==> config.mk <==
export PLATFORM = sky130hd
export DESIGN_NAME = sequence_mem
export DESIGN_NICKNAME = d
export VERILOG_FILES = /design/src/rtl/sequence_mem_pkg.sv /design/src/rtl/sequence_mem_array.sv /design/src/rtl/sequence_mem.sv
export SDC_FILE = /design/constraint.sdc
export NUM_CORES = 1
export LEC_CHECK = 0
export ABC_CLOCK_PERIOD_IN_PS = 3300
export BUFFER_PORTS_ARGS = -buffer_cell sky130_fd_sc_hd__buf_2
export CORE_MARGIN = 4
export CORE_UTILIZATION = 58
export CTS_CLUSTER_DIAMETER = 60
export DETAILED_ROUTE_END_ITERATION = 7
export PLACE_DENSITY = 0.82
export SKIP_LAST_GASP = 1
export SLEW_MARGIN = 20
export SYNTH_ARGS = -nofsm -noshare
export SYNTH_HDL_FRONTEND = slang
export SYNTH_HIERARCHICAL = 1
export SYNTH_SLANG_ARGS = --single-unit
==> constraint.sdc <==
create_clock -name clock -period 3.3 [get_ports clock]
set_input_delay 0.66 -clock clock [delete_from_list [all_inputs] [get_ports clock]]
set_output_delay 0.66 -clock clock [all_outputs]
set_load 0.05 [all_outputs]
==> src/rtl/sequence_mem_pkg.sv <==
// Shared types for the Simon Says sequence store.
// The playback engine walks IDLE -> SHOW -> DONE -> IDLE.
package sequence_mem_pkg;

    typedef enum logic [1:0] {
        IDLE = 2'd0,
        SHOW = 2'd1,
        DONE = 2'd2
    } play_state_t;

endpackage : sequence_mem_pkg

==> src/rtl/sequence_mem_array.sv <==
// DEPTH x SYM_W symbol storage: one synchronous write port and two
// asynchronous read ports (random-access read and playback).
module sequence_mem_array #(
    parameter int SYM_W  = 2,
    parameter int DEPTH  = 16,
    parameter int ADDR_W = $clog2(DEPTH)
) (
    input  logic              clock,
    input  logic              we,
    input  logic [ADDR_W-1:0] waddr,
    input  logic [SYM_W-1:0]  wdata,
    input  logic [ADDR_W-1:0] raddr_a,
    output logic [SYM_W-1:0]  rdata_a,
    input  logic [ADDR_W-1:0] raddr_b,
    output logic [SYM_W-1:0]  rdata_b
);

    logic [SYM_W-1:0] mem_q [DEPTH];

    // NOTE: storage has no reset; slots beyond the tracked length are never
    // observed, so clearing them would only cost reset fan-out.
    always_ff @(posedge clock) begin
        if (we) begin
            mem_q[waddr] <= wdata;
        end
    end

    assign rdata_a = mem_q[raddr_a];
    assign rdata_b = mem_q[raddr_b];

endmodule : sequence_mem_array

==> src/rtl/sequence_mem.sv <==
// Growing colour-sequence store: tail appends, registered random reads,
// and a handshaked playback stream of the whole stored sequence.
module sequence_mem
    import sequence_mem_pkg::*;
#(
    parameter int SYM_W  = 2,
    parameter int DEPTH  = 16,
    parameter int ADDR_W = $clog2(DEPTH)
) (
    input  logic              clock,
    input  logic              reset,
    input  logic              clear,
    input  logic              append_valid,
    input  logic [SYM_W-1:0]  append_sym,
    output logic              append_ready,
    input  logic              rd_en,
    input  logic [ADDR_W-1:0] rd_addr,
    output logic [SYM_W-1:0]  rd_sym,
    output logic              rd_valid,
    input  logic              play_start,
    output logic [SYM_W-1:0]  play_sym,
    output logic              play_valid,
    input  logic              play_ready,
    output logic              play_busy,
    output logic              play_done,
    output logic [ADDR_W:0]   length,
    output logic              full
);

    localparam int              LEN_W     = ADDR_W + 1;
    localparam logic [ADDR_W:0] DEPTH_LEN = LEN_W'(DEPTH);
    localparam logic [ADDR_W:0] LEN_ONE   = LEN_W'(1);

    play_state_t       state_q;
    logic [ADDR_W:0]   length_q;
    logic [ADDR_W-1:0] idx_q;
    logic [SYM_W-1:0]  rd_sym_q;
    logic              rd_valid_q;
    logic [SYM_W-1:0]  play_sym_q;
    logic              play_valid_q;
    logic              play_done_q;

    logic              append_fire;
    logic              rd_in_range;
    logic              last_sym;
    logic [ADDR_W-1:0] play_raddr;
    logic [SYM_W-1:0]  rd_data;
    logic [SYM_W-1:0]  play_data;

    assign full         = (length_q == DEPTH_LEN);
    assign append_ready = !full && (state_q == IDLE) && !clear;
    assign append_fire  = append_valid && append_ready && !reset;
    assign rd_in_range  = ({1'b0, rd_addr} < length_q);
    assign last_sym     = ({1'b0, idx_q} == (length_q - LEN_ONE));

    // In IDLE the playback port pre-fetches slot 0; in SHOW it looks one ahead.
    assign play_raddr = (state_q == IDLE) ? '0 : idx_q + 1'b1;

    sequence_mem_array #(
        .SYM_W  (SYM_W),
        .DEPTH  (DEPTH),
        .ADDR_W (ADDR_W)
    ) u_array (
        .clock   (clock),
        .we      (append_fire),
        .waddr   (length_q[ADDR_W-1:0]),
        .wdata   (append_sym),
        .raddr_a (rd_addr),
        .rdata_a (rd_data),
        .raddr_b (play_raddr),
        .rdata_b (play_data)
    );

    // NOTE: every sequential assignment uses <= so all registers update from
    // the same pre-edge values regardless of statement order.
    always_ff @(posedge clock) begin
        if (reset) begin
            rd_sym_q   <= '0;
            rd_valid_q <= 1'b0;
        end else begin
            rd_valid_q <= rd_en;
            rd_sym_q   <= (rd_en && rd_in_range) ? rd_data : '0;
        end
    end

    always_ff @(posedge clock) begin
        if (reset) begin
            state_q      <= IDLE;
            length_q     <= '0;
            idx_q        <= '0;
            play_sym_q   <= '0;
            play_valid_q <= 1'b0;
            play_done_q  <= 1'b0;
        end else if (clear) begin
            state_q      <= IDLE;
            length_q     <= '0;
            idx_q        <= '0;
            play_sym_q   <= '0;
            play_valid_q <= 1'b0;
            play_done_q  <= 1'b0;
        end else begin
            if (append_fire) begin
                length_q <= length_q + LEN_ONE;
            end
            case (state_q)
                IDLE: begin
                    play_done_q <= 1'b0;
                    if (play_start) begin
                        idx_q <= '0;
                        if (length_q != '0) begin
                            state_q      <= SHOW;
                            play_sym_q   <= play_data;
                            play_valid_q <= 1'b1;
                        end else begin
                            state_q     <= DONE;
                            play_done_q <= 1'b1;
                        end
                    end
                end
                SHOW: begin
                    if (play_ready) begin
                        if (last_sym) begin
                            state_q      <= DONE;
                            play_valid_q <= 1'b0;
                            play_done_q  <= 1'b1;
                        end else begin
                            idx_q      <= idx_q + 1'b1;
                            play_sym_q <= play_data;
                        end
                    end
                end
                DONE: begin
                    state_q     <= IDLE;
                    play_done_q <= 1'b0;
                end
                default: begin
                    state_q      <= IDLE;
                    play_valid_q <= 1'b0;
                    play_done_q  <= 1'b0;
                end
            endcase
        end
    end

    assign rd_sym     = rd_sym_q;
    assign rd_valid   = rd_valid_q;
    assign play_sym   = play_sym_q;
    assign play_valid = play_valid_q;
    assign play_done  = play_done_q;
    assign play_busy  = (state_q != IDLE);
    assign length     = length_q;

endmodule : sequence_mem

# == Yosys cells after proc, flatten, opt, wreduce, memory -nomap -nowiden ==
# Memory sizes are Yosys's and may differ from the RTL's. A register that Yosys moved wholly into a read port is not among the register bits.
# Index checks and enable logic that the tools add are counted.
# word_totals
register_bits,16
n_memories,1
mem_bits_rw,32
wordCells,69
out_inout_bits,15
input_bits,13
# classes
bitwise_logic,2
n_eq_ne,9
n_lt_le_gt_ge,1
n_addsub,3
reduce_logical,19
muxes,27
# memory_table
name,depth,word_bits,rd,rd_clocked_by_memory_dff,write_ports,line,rtl
u_array.mem_q,16,2,2,1,1,sequence_mem_array.sv:18,logic [SYM_W-1:0] mem_q [DEPTH];
# ops
operator,count
$mux 2,8
$mux 4,4
$mux 1,10
$reduce_and 5->1,2
$ne 2x2->1 const B,4
$pmux 2 s2,2
$pmux 4 s2,1
$add 5x1->5 const B,1
$eq 4x5->1,1
$eq 5x5->1 const B,1
$logic_and 1x1->1,5
$lt 4x5->1,1
$reduce_bool 5->1,1
$sub 5x1->5 const B,1
$add 4x1->4 const B,1
$reduce_and 4->1,1
$reduce_bool 2->1,2
$reduce_or 2->1,2
$logic_not 1->1,3
$pmux 1 s3,1
$reduce_and 3->1,1
$eq 2x1->1 const B,1
$eq 2x2->1 const B,1
$logic_not 2->1,1
4 further kinds,5

# == Longest topological paths before layout ==
# Gate-level depths: netlist of run 1.
# depth
ltp_word,8
mapped_depth,9
depth_no_buf,9

# == By module ==
# The synthesis of run 1 kept the hierarchy.
# by_module_without_submodules
module,seq_area_each_um2,cells_each,area_each_um2,instances
sequence_mem_array,960.9,97,1624.1,1
sequence_mem,360.3,117,1031.0,1

# == Worst setup path after synthesis of run 1 ==
# Ideal clock, no wire load.
# synth_path
kind,register to output
start,register length_q[0] (netlist: length[0])
end,output port append_ready
t_arrival_ns,2.627
path_slack_ns,0.013
required_time_ns,2.640
path_buffers,0
path_stages_with_launch,6
cell_sequence,dfxtp_1 inv_1 ha_1 nand4bb_1 inv_1 nor3_1
# synth_via
elab_chain_len,4
# synth_rtl
element,line,rtl
from (decl),sequence_mem.sv:35,logic [ADDR_W:0] length_q;
from (signal assigned),sequence_mem.sv:103,length_q <= length_q + LEN_ONE;
$eq 5x5->1,sequence_mem.sv:50,assign full = (length_q == DEPTH_LEN);
via full,sequence_mem.sv:27,output logic full
$logic_not 1->1,sequence_mem.sv:51,assign append_ready = !full && (state_q == IDLE) && !clear;
$logic_and 1x1->1 (2 in a row),sequence_mem.sv:51,
to (decl),sequence_mem.sv:15,"output logic append_ready,"
# The timed path passes the listed nets, and every way through them passes these cells.

# == Worst setup path in the final report of run 1 ==
# layout_path
start,register length_q[0] (netlist: length[0])
end,"memory u_array.mem_q[0][0], enable pin"
# layout_via
elab_chain_len,8
# layout_rtl
element,line,rtl
$eq 5x5->1,sequence_mem.sv:50,
$logic_not 1->1,sequence_mem.sv:51,
$logic_and 1x1->1 (2 in a row),sequence_mem.sv:51,
$logic_and 1x1->1 (2 in a row),sequence_mem.sv:52,assign append_fire = append_valid && append_ready && !reset;
$mux 1,sequence_mem_array.sv:23,if (we) begin
$mux 1 (implied by the code),sequence_mem_array.sv:24,mem_q[waddr] <= wdata;
to (decl),sequence_mem_array.sv:18,
# Several ways; a longest one is shown, not always the timed one.

==> impl_metrics.csv, run 1 <==
group,metric,value,unit
worst_setup_path,critical_path_arrival,2.67,ns
routing,wire_per_inst,18.6,µm
worst_setup_path,startpoint_type,"flip-flop",
sta,fin_skew,0.00856,ns
sta,finalCriticalPeriod,2.68,ns
sta,worst_slew_pin_slew,0.748,ns
routing,ant_nets,0,
synthesis,synthesis.nets,233,
clock_network,cts_max_level,2,
run,maxCapViolations,0,
worst_setup_path,critPathSlowestCell,"dfxtp_1",
routing,num_vias,1810,
clock_network,hold_buffers,0,
placement,io_buffers,27,
routing,initialDrtViolationCount,90,
routing,wl,5490,µm
cells_and_area,drive_gt1_share,21.0,%
cells_and_area,fillers,322,
routing,dr.pass1.iters,4,
synthesis,synthDistinctLibCells,41,
clock_network,cts_tree,"built",
sta,min_period_over_period,81.4,%
grt,grt_max_degree,17,
grt,grt_usage,20.8,%
floorplanning,die_y,75.7,µm
placement,place_hpwl,4040,µm
routing,vias_per_cell,6.14,
grt,grt.overflow.total,0,
floorplanning,start_util,60.6,%
clock_network,cts_buffers,5,
sta,setup_viol,0,
min_path,hold_path_class,"flip-flop to flip-flop",
cells_and_area,design_area,2930,µm²
pwr,p_sw_share,21.5,%
sta,fmaxAchievable,0.372,GHz
routing,drc,0,
pwr,power_switching,0.000261,W
worst_setup_path,crit_required,3.28,ns
sta,slew_violations,0,
cells_and_area,area_delta_synth_final,10.5,%
synthesis,netlist_area,2660,µm²
cells_and_area,fin_nets,261,
sta,tns,0,ns
pwr,ir_drop,0.311,mV
cells_and_area,antenna_cells,0,
pwr,pwr-share-clk,36.8,%
run_status,status,"finished clean",
worst_setup_path,crit_type,"flip-flop to flip-flop",
floorplanning,rows,24,
synthesis,syn_area_per_cell,12.4,µm²
synthesis,ys_async_sr_fraction,0,%
worst_setup_path,critical_path.top_delay_family,"simple AND/OR/NAND/NOR gates",
worst_setup_path,path_cells,"inv_1 -> ha_1 -> nand4bb_1 -> and4_1 -> or3b_2 -> nor3_1",
sta,rsz0062_at_grt,"false",
cells_and_area,register_area,1320,µm²
synthesis,yosysWarnings,6,
cells_and_area,mostFrequentLayoutCell,"edfxtp_1",
worst_setup_path,crit_fanout,15,
grt,grt_pass1_wl,8520,µm
floorplanning,pin_count,28,
floorplanning,die-area,5720,µm²
grt,antenna_found_initial,0,
clock_network,cts.sinks,50,
clock_network,cts.path.max_buffers,2,
pwr,leakage,1.07,nW
synthesis,syn_inst,214,
clock_network,ctsResizeCount,0,
worst_setup_path,crit_buf_inv,1,
sta,relSlewSlack,50.0,%
clock_network,clock_latency,0.31,ns
floorplanning,core,4380,µm²
worst_setup_path,end_kind,"flip-flop",
pwr,combinationalPowerShare,7.9,%
placement,postPlaceCellArea,2820,µm²
synthesis,synth_ff_type,"edfxtp_1",
cells_and_area,multi_input_area,1250,µm²
synthesis,synth-edff-count,32,
clock_network,clk_pin_slew_worst_paths,0.09,ns
pwr,powerDensity,413,nW/µm²
synthesis,ys_seq_area_share,49.8,%
worst_setup_path,critical_path.max_stage_delay,0.66,ns
pwr,power_frac_seq,55.3,%
synthesis,synth-seq-cells,50,
clock_network,root_buffer,"clkbuf_8",
grt,grt_pass1_vias,1675,
placement,place.gp.congestion,0.776,
pwr,internal_power,0.000951,W
cells_and_area,layout_common_cells,"32 x edfxtp_1, 27 x buf_2, 23 x nor2_1, 18 x dfxtp_1, 15 x nand2_1",
floorplanning,die_w,75.7,µm
sta,hold_viol,0,
clock_network,post-cts-setup-buffer-count,0,
## state kept, by name, summed over array words and instances (netlist names)
| register | cells |
|---|---|
| state_q | 2 |
| u_array/mem_q | 32 |
| rd_valid | 1 |
| play_done | 1 |
| rd_sym | 2 |
| length | 5 |
| play_valid | 1 |
| idx_q | 4 |
| play_sym | 2 |
## stage by stage
step / worst slack (ns) / hold slack (ns) / utilization, % / total power (W) / cells
finish: 0.615 / 0.512 / 66.9 / 0.00121 / 295
global route: 0.475 / 0.548 / 66.9 / 0.00126 / 295
detailed placement: 0.693 / 0.500 / 64.2 / 0.000780 / 287
global placement: 0.754 / 0.498 / 64.2 / 0.000778 / 287
floorplan: 0.0125 / 0.482 / - / 0.000750 / 214
CTS: 0.659 / 0.519 / 66.9 / 0.00121 / 295
## metal layers
metal,part of all wire (%),routed length [µm],global-route usage (%),vias up
li1,-,-,-,867
met4,1.7,95,6.60,0
met3,4.4,239,3.96,9
met1,41,2280,28.8,893
met2,52,2880,33.7,41
met5,0,0,0,-
## final cells by class
class | instances | share of cell area (%)
sequential | 50 | 45.1
multi-input combinational | 148 | 42.6
timing repair buffer | 29 | 5.12
clock buffer | 7 | 2.94
tap | 52 | 2.22
clock inverter | 1 | 1.02
inverter | 8 | 1.02
## path summary, 6_finish.rpt
check | from | end | slack [ns] | depth (start not counted)
max reg2reg | length[0] | u_array/mem_q[0][0] | 0.62 | 6
max | length[0] | u_array/mem_q[0][0] | 0.62 | 6
min reg2reg | play_sym[0] | play_sym[0] | 0.51 | 1
min | play_sym[0] | play_sym[0] | 0.51 | 1
## logic make-up (layout without fill, tap and decap cells)
kind of cell    after synthesis  count (layout)  synth area share [%]
fa+ha+maj                     6               6                  2.83
compound gates               29              29                  8.29
flops                        50              50                  49.8
simple gates                 87              87                  16.9
mux                          16              16                  15.3
xor+xnor                     10              10                  3.82
buf+inv                      16              45                  3.16
## worst reg2reg max path: cells and delay by family, from the launching register on
kind	cells	cell delay, ns
buffers and inverters	1	0.10
adders and majority gates	1	0.24
and+or+nand+nor	4	1.36
DFF	1	0.66
## Yosys cell counts, types with 2 or more instances
library cell | count | area share, %
a21boi_0 | 2 | 0.57
a21o_1 | 4 | 1.1
a21oi_1 | 8 | 1.5
a22oi_1 | 4 | 1.1
a41o_2 | 2 | 0.85
and2_1 | 2 | 0.47
buf_6 | 3 | 1.3
clkbuf_1 | 4 | 0.57
dfxtp_1 | 18 | 14
edfxtp_1 | 32 | 36
ha_1 | 6 | 2.8
inv_1 | 8 | 1.1
mux4_1 | 12 | 12
mux4_2 | 4 | 3.4
nand2_1 | 15 | 2.1
nand2b_1 | 4 | 0.94
nand3_1 | 12 | 2.3
nand3b_1 | 2 | 0.57
nand4_1 | 4 | 0.94
nor2_1 | 23 | 3.3
nor2b_1 | 8 | 1.9
nor3_1 | 8 | 1.5
o21ai_0 | 2 | 0.38
o31ai_1 | 2 | 0.57
or2_2 | 2 | 0.47
xnor2_1 | 7 | 2.3
xor2_1 | 2 | 0.66
## power groups by stage
stage	clock (W)	sequential (W)	combinational (W)
floorplan	0	0.000693	0.0000569
global placement	0	0.000685	0.0000931
detailed placement	0	0.000685	0.0000952
CTS	0.000449	0.000671	0.0000957
global route	0.000482	0.000671	0.000103
finish	0.000446	0.000671	0.0000954
(Power assumes the default switching activity.)
==> run 2, diff against run 1 <==
--- a/config.mk
+++ b/config.mk
@@ -5,13 +5,13 @@
 export SDC_FILE = /design/constraint.sdc
 export NUM_CORES = 1
 export LEC_CHECK = 0
-export ABC_CLOCK_PERIOD_IN_PS = 3300
+export ABC_CLOCK_PERIOD_IN_PS = 2450
 export BUFFER_PORTS_ARGS = -buffer_cell sky130_fd_sc_hd__buf_2
 export CORE_MARGIN = 4
-export CORE_UTILIZATION = 58
+export CORE_UTILIZATION = 53
 export CTS_CLUSTER_DIAMETER = 60
 export DETAILED_ROUTE_END_ITERATION = 7
-export PLACE_DENSITY = 0.82
+export PLACE_DENSITY = 0.79
 export SKIP_LAST_GASP = 1
 export SLEW_MARGIN = 20
 export SYNTH_ARGS = -nofsm -noshare
==> constraint.sdc (replaced) <==
create_clock -name clock -period 2.45 [get_ports clock]
set_input_delay 0.49 -clock clock [delete_from_list [all_inputs] [get_ports clock]]
set_output_delay 0.49 -clock clock [all_outputs]
set_load 0.05 [all_outputs]
==> impl_metrics.csv, run 2 (synthesis gave the netlist of run 1 again) <==
group,metric,value,unit
sta,fin_skew,0.00431,ns
clock_network,root_buffer,"clkbuf_8",
grt,grt_pass1_wl,8700,µm
sta,worst_slew_pin_slew,0.574,ns
min_path,min_to,"rd_valid",
grt,grt_use_met3,4.65,%
worst_setup_path,critical_path_arrival,2.46,ns
sta,hold_ws,0.398,ns
cells_and_area,drive_gt1_share,24.9,%
placement,place_hpwl,3990,µm
sta,fmaxAchievable,0.443,GHz
floorplanning,die_y,78.8,µm
floorplanning,die-area,6210,µm²
placement,postPlaceCellArea,2900,µm²
sta,finalCriticalPeriod,2.26,ns
sta,tns,0,ns
placement,place.gp.congestion,0.797,
worst_setup_path,timing.rr.end,"play_sym[1]",
clock_network,cts_max_level,2,
clock_network,cts_buffers,5,
run_status,status,"finished clean",
min_path,min_from,"reset",
cells_and_area,largest_register_ffs,32,
grt,top_usage_layer,"met2",
pwr,combinationalPowerShare,8.4,%
grt,antenna_found_initial,0,
clock_network,hold_buffers,0,
floorplanning,start_util,55.5,%
cells_and_area,layout_common_cells,"32 x edfxtp_1, 27 x buf_2, 22 x nor2_1, 16 x dfxtp_1, 15 x nand2_1",
grt,met1_usage,22.6,%
floorplanning,die_w,78.8,µm
worst_setup_path,reg2reg_depth,8,
sta,rsz0062_at_grt,"false",
placement,io_buffers,27,
sta,min_period_over_period,92.2,%
routing,initialDrtViolationCount,104,
floorplanning,pin_count,28,
worst_setup_path,ff2ff_setup_slack,0.19,ns
cells_and_area,fin_nets,268,
pwr,power_frac_seq,56.6,%
cells_and_area,top_register,"u_array/mem_q",
clock_network,clk_pin_slew_worst_paths,0.08,ns
pwr,ir_drop,0.400,mV
pwr,leakage,1.11,nW
clock_network,clock_latency,0.30,ns
clock_network,cts.sinks,50,
worst_setup_path,r2r_start,"state_q[0]",
cells_and_area,area_delta_synth_final,13.4,%
floorplanning,core,4790,µm²
grt,grt.overflow.total,0,
pwr,p_sw_share,21.3,%
min_path,min_path_cells,2,
worst_setup_path,end_kind,"flip-flop",
routing,dr.pass1.iters,4,
routing,drc,0,
cells_and_area,mostFrequentLayoutCell,"edfxtp_1",
grt,grt_max_degree,17,
routing,num_vias,1826,
worst_setup_path,startpoint_type,"flip-flop",
pwr,pwr-share-clk,35.0,%
clock_network,cts_tree,"built",
routing,wl,5230,µm
sta,hold_viol,0,
routing,ant_nets,0,
grt,grt_usage,18.6,%
pwr,internal_power,0.00125,W
clock_network,cts.path.max_buffers,2,
cells_and_area,design_area,3010,µm²
grt,grt_pass1_vias,1807,
sta,setup_viol,0,
sta,slew_violations,0,
clock_network,post-cts-setup-buffer-count,0,
sta,relSlewSlack,61.7,%
routing,wire_per_inst,16.5,µm
worst_setup_path,crit_fanout,8,
pwr,power_switching,0.000339,W
routing,vias_per_cell,5.78,
worst_setup_path,crit_type,"flip-flop to flip-flop",
min_path,hold_path_class,"primary input to flip-flop",
pwr,powerDensity,528,nW/µm²
clock_network,ctsResizeCount,1,
run,maxCapViolations,0,
floorplanning,rows,25,
grt,gr-usage-met2,32.0,%
worst_setup_path,crit_required,2.65,ns
cells_and_area,antenna_cells,0,
## run 2: cell count changes in the layout (fill, tap and decap cells not counted), sizes merged
cell    change
buf         +7
clkbuf      -2
clkinv      +1
## run 2: final cells by class
| class | instances | area (µm²) |
|---|---|---|
| Clock buffer | 5 | 68.8 |
| Clock inverter | 2 | 38.8 |
| Fill cell | 380 | 1770 |
| Inverter | 8 | 30.0 |
| Multi-Input combinational cell | 148 | 1260 |
| Sequential cell | 50 | 1320 |
| Tap cell | 67 | 83.8 |
| Timing Repair Buffer | 36 | 203 |
## run 2: power by group through the flow
stage	Sequential, W	Combinational (W)	Clock, W
5_1_grt	0.000902	0.000144	0.000611
4_1_cts	0.000901	0.000134	0.000570
3_3_place_gp	0.000920	0.000131	0
3_5_place_dp	0.000921	0.000133	0
2_1_floorplan	0.000933	0.0000782	0
6_report	0.000901	0.000133	0.000557
## run 2: how the worst max path moves through the flow
stage	from	to	slack, ns	cells after the start
detailed placement	state_q[0]	play_sym[1]	-0.05	8
finish	state_q[0]	play_sym[1]	0.19	8
floorplan	length[0]	u_array/mem_q[0][0]	0.06	7
global route	state_q[0]	play_sym[1]	0.01	8
CTS	state_q[0]	play_sym[1]	0.20	8
global placement	state_q[0]	play_sym[1]	0.04	8
## run 2: worst max-delay path: stages (launching register included)
cell     delay [ns]
dfxtp_1        0.37
nor2_1         0.08
nor2_2         0.45
mux4_1         0.65
a22oi_1        0.16
nand3_1        0.10
nand2_1        0.06
a21oi_1        0.04
a41o_2         0.24
## run 2: metal layers
layer | routed length [µm] | share of wire, % | up-vias
met1 | 2200 | 42 | 900
li1 | - | - | 883
met5 | 0 | 0 | -
met4 | 61 | 1.2 | 0
met2 | 2700 | 52 | 37
met3 | 266 | 5.1 | 6
## run 2: metrics by stage
step	std cells	setup WS (ns)	power, W	utilization [%]
2_1_floorplan	214	0.0564	0.00101	-
3_3_place_gp	309	0.0439	0.00105	60.6
3_5_place_dp	309	-0.0472	0.00105	60.6
4_1_cts	316	0.202	0.00160	62.9
5_1_grt	316	0.0111	0.00166	62.9
6_report	316	0.192	0.00159	62.9
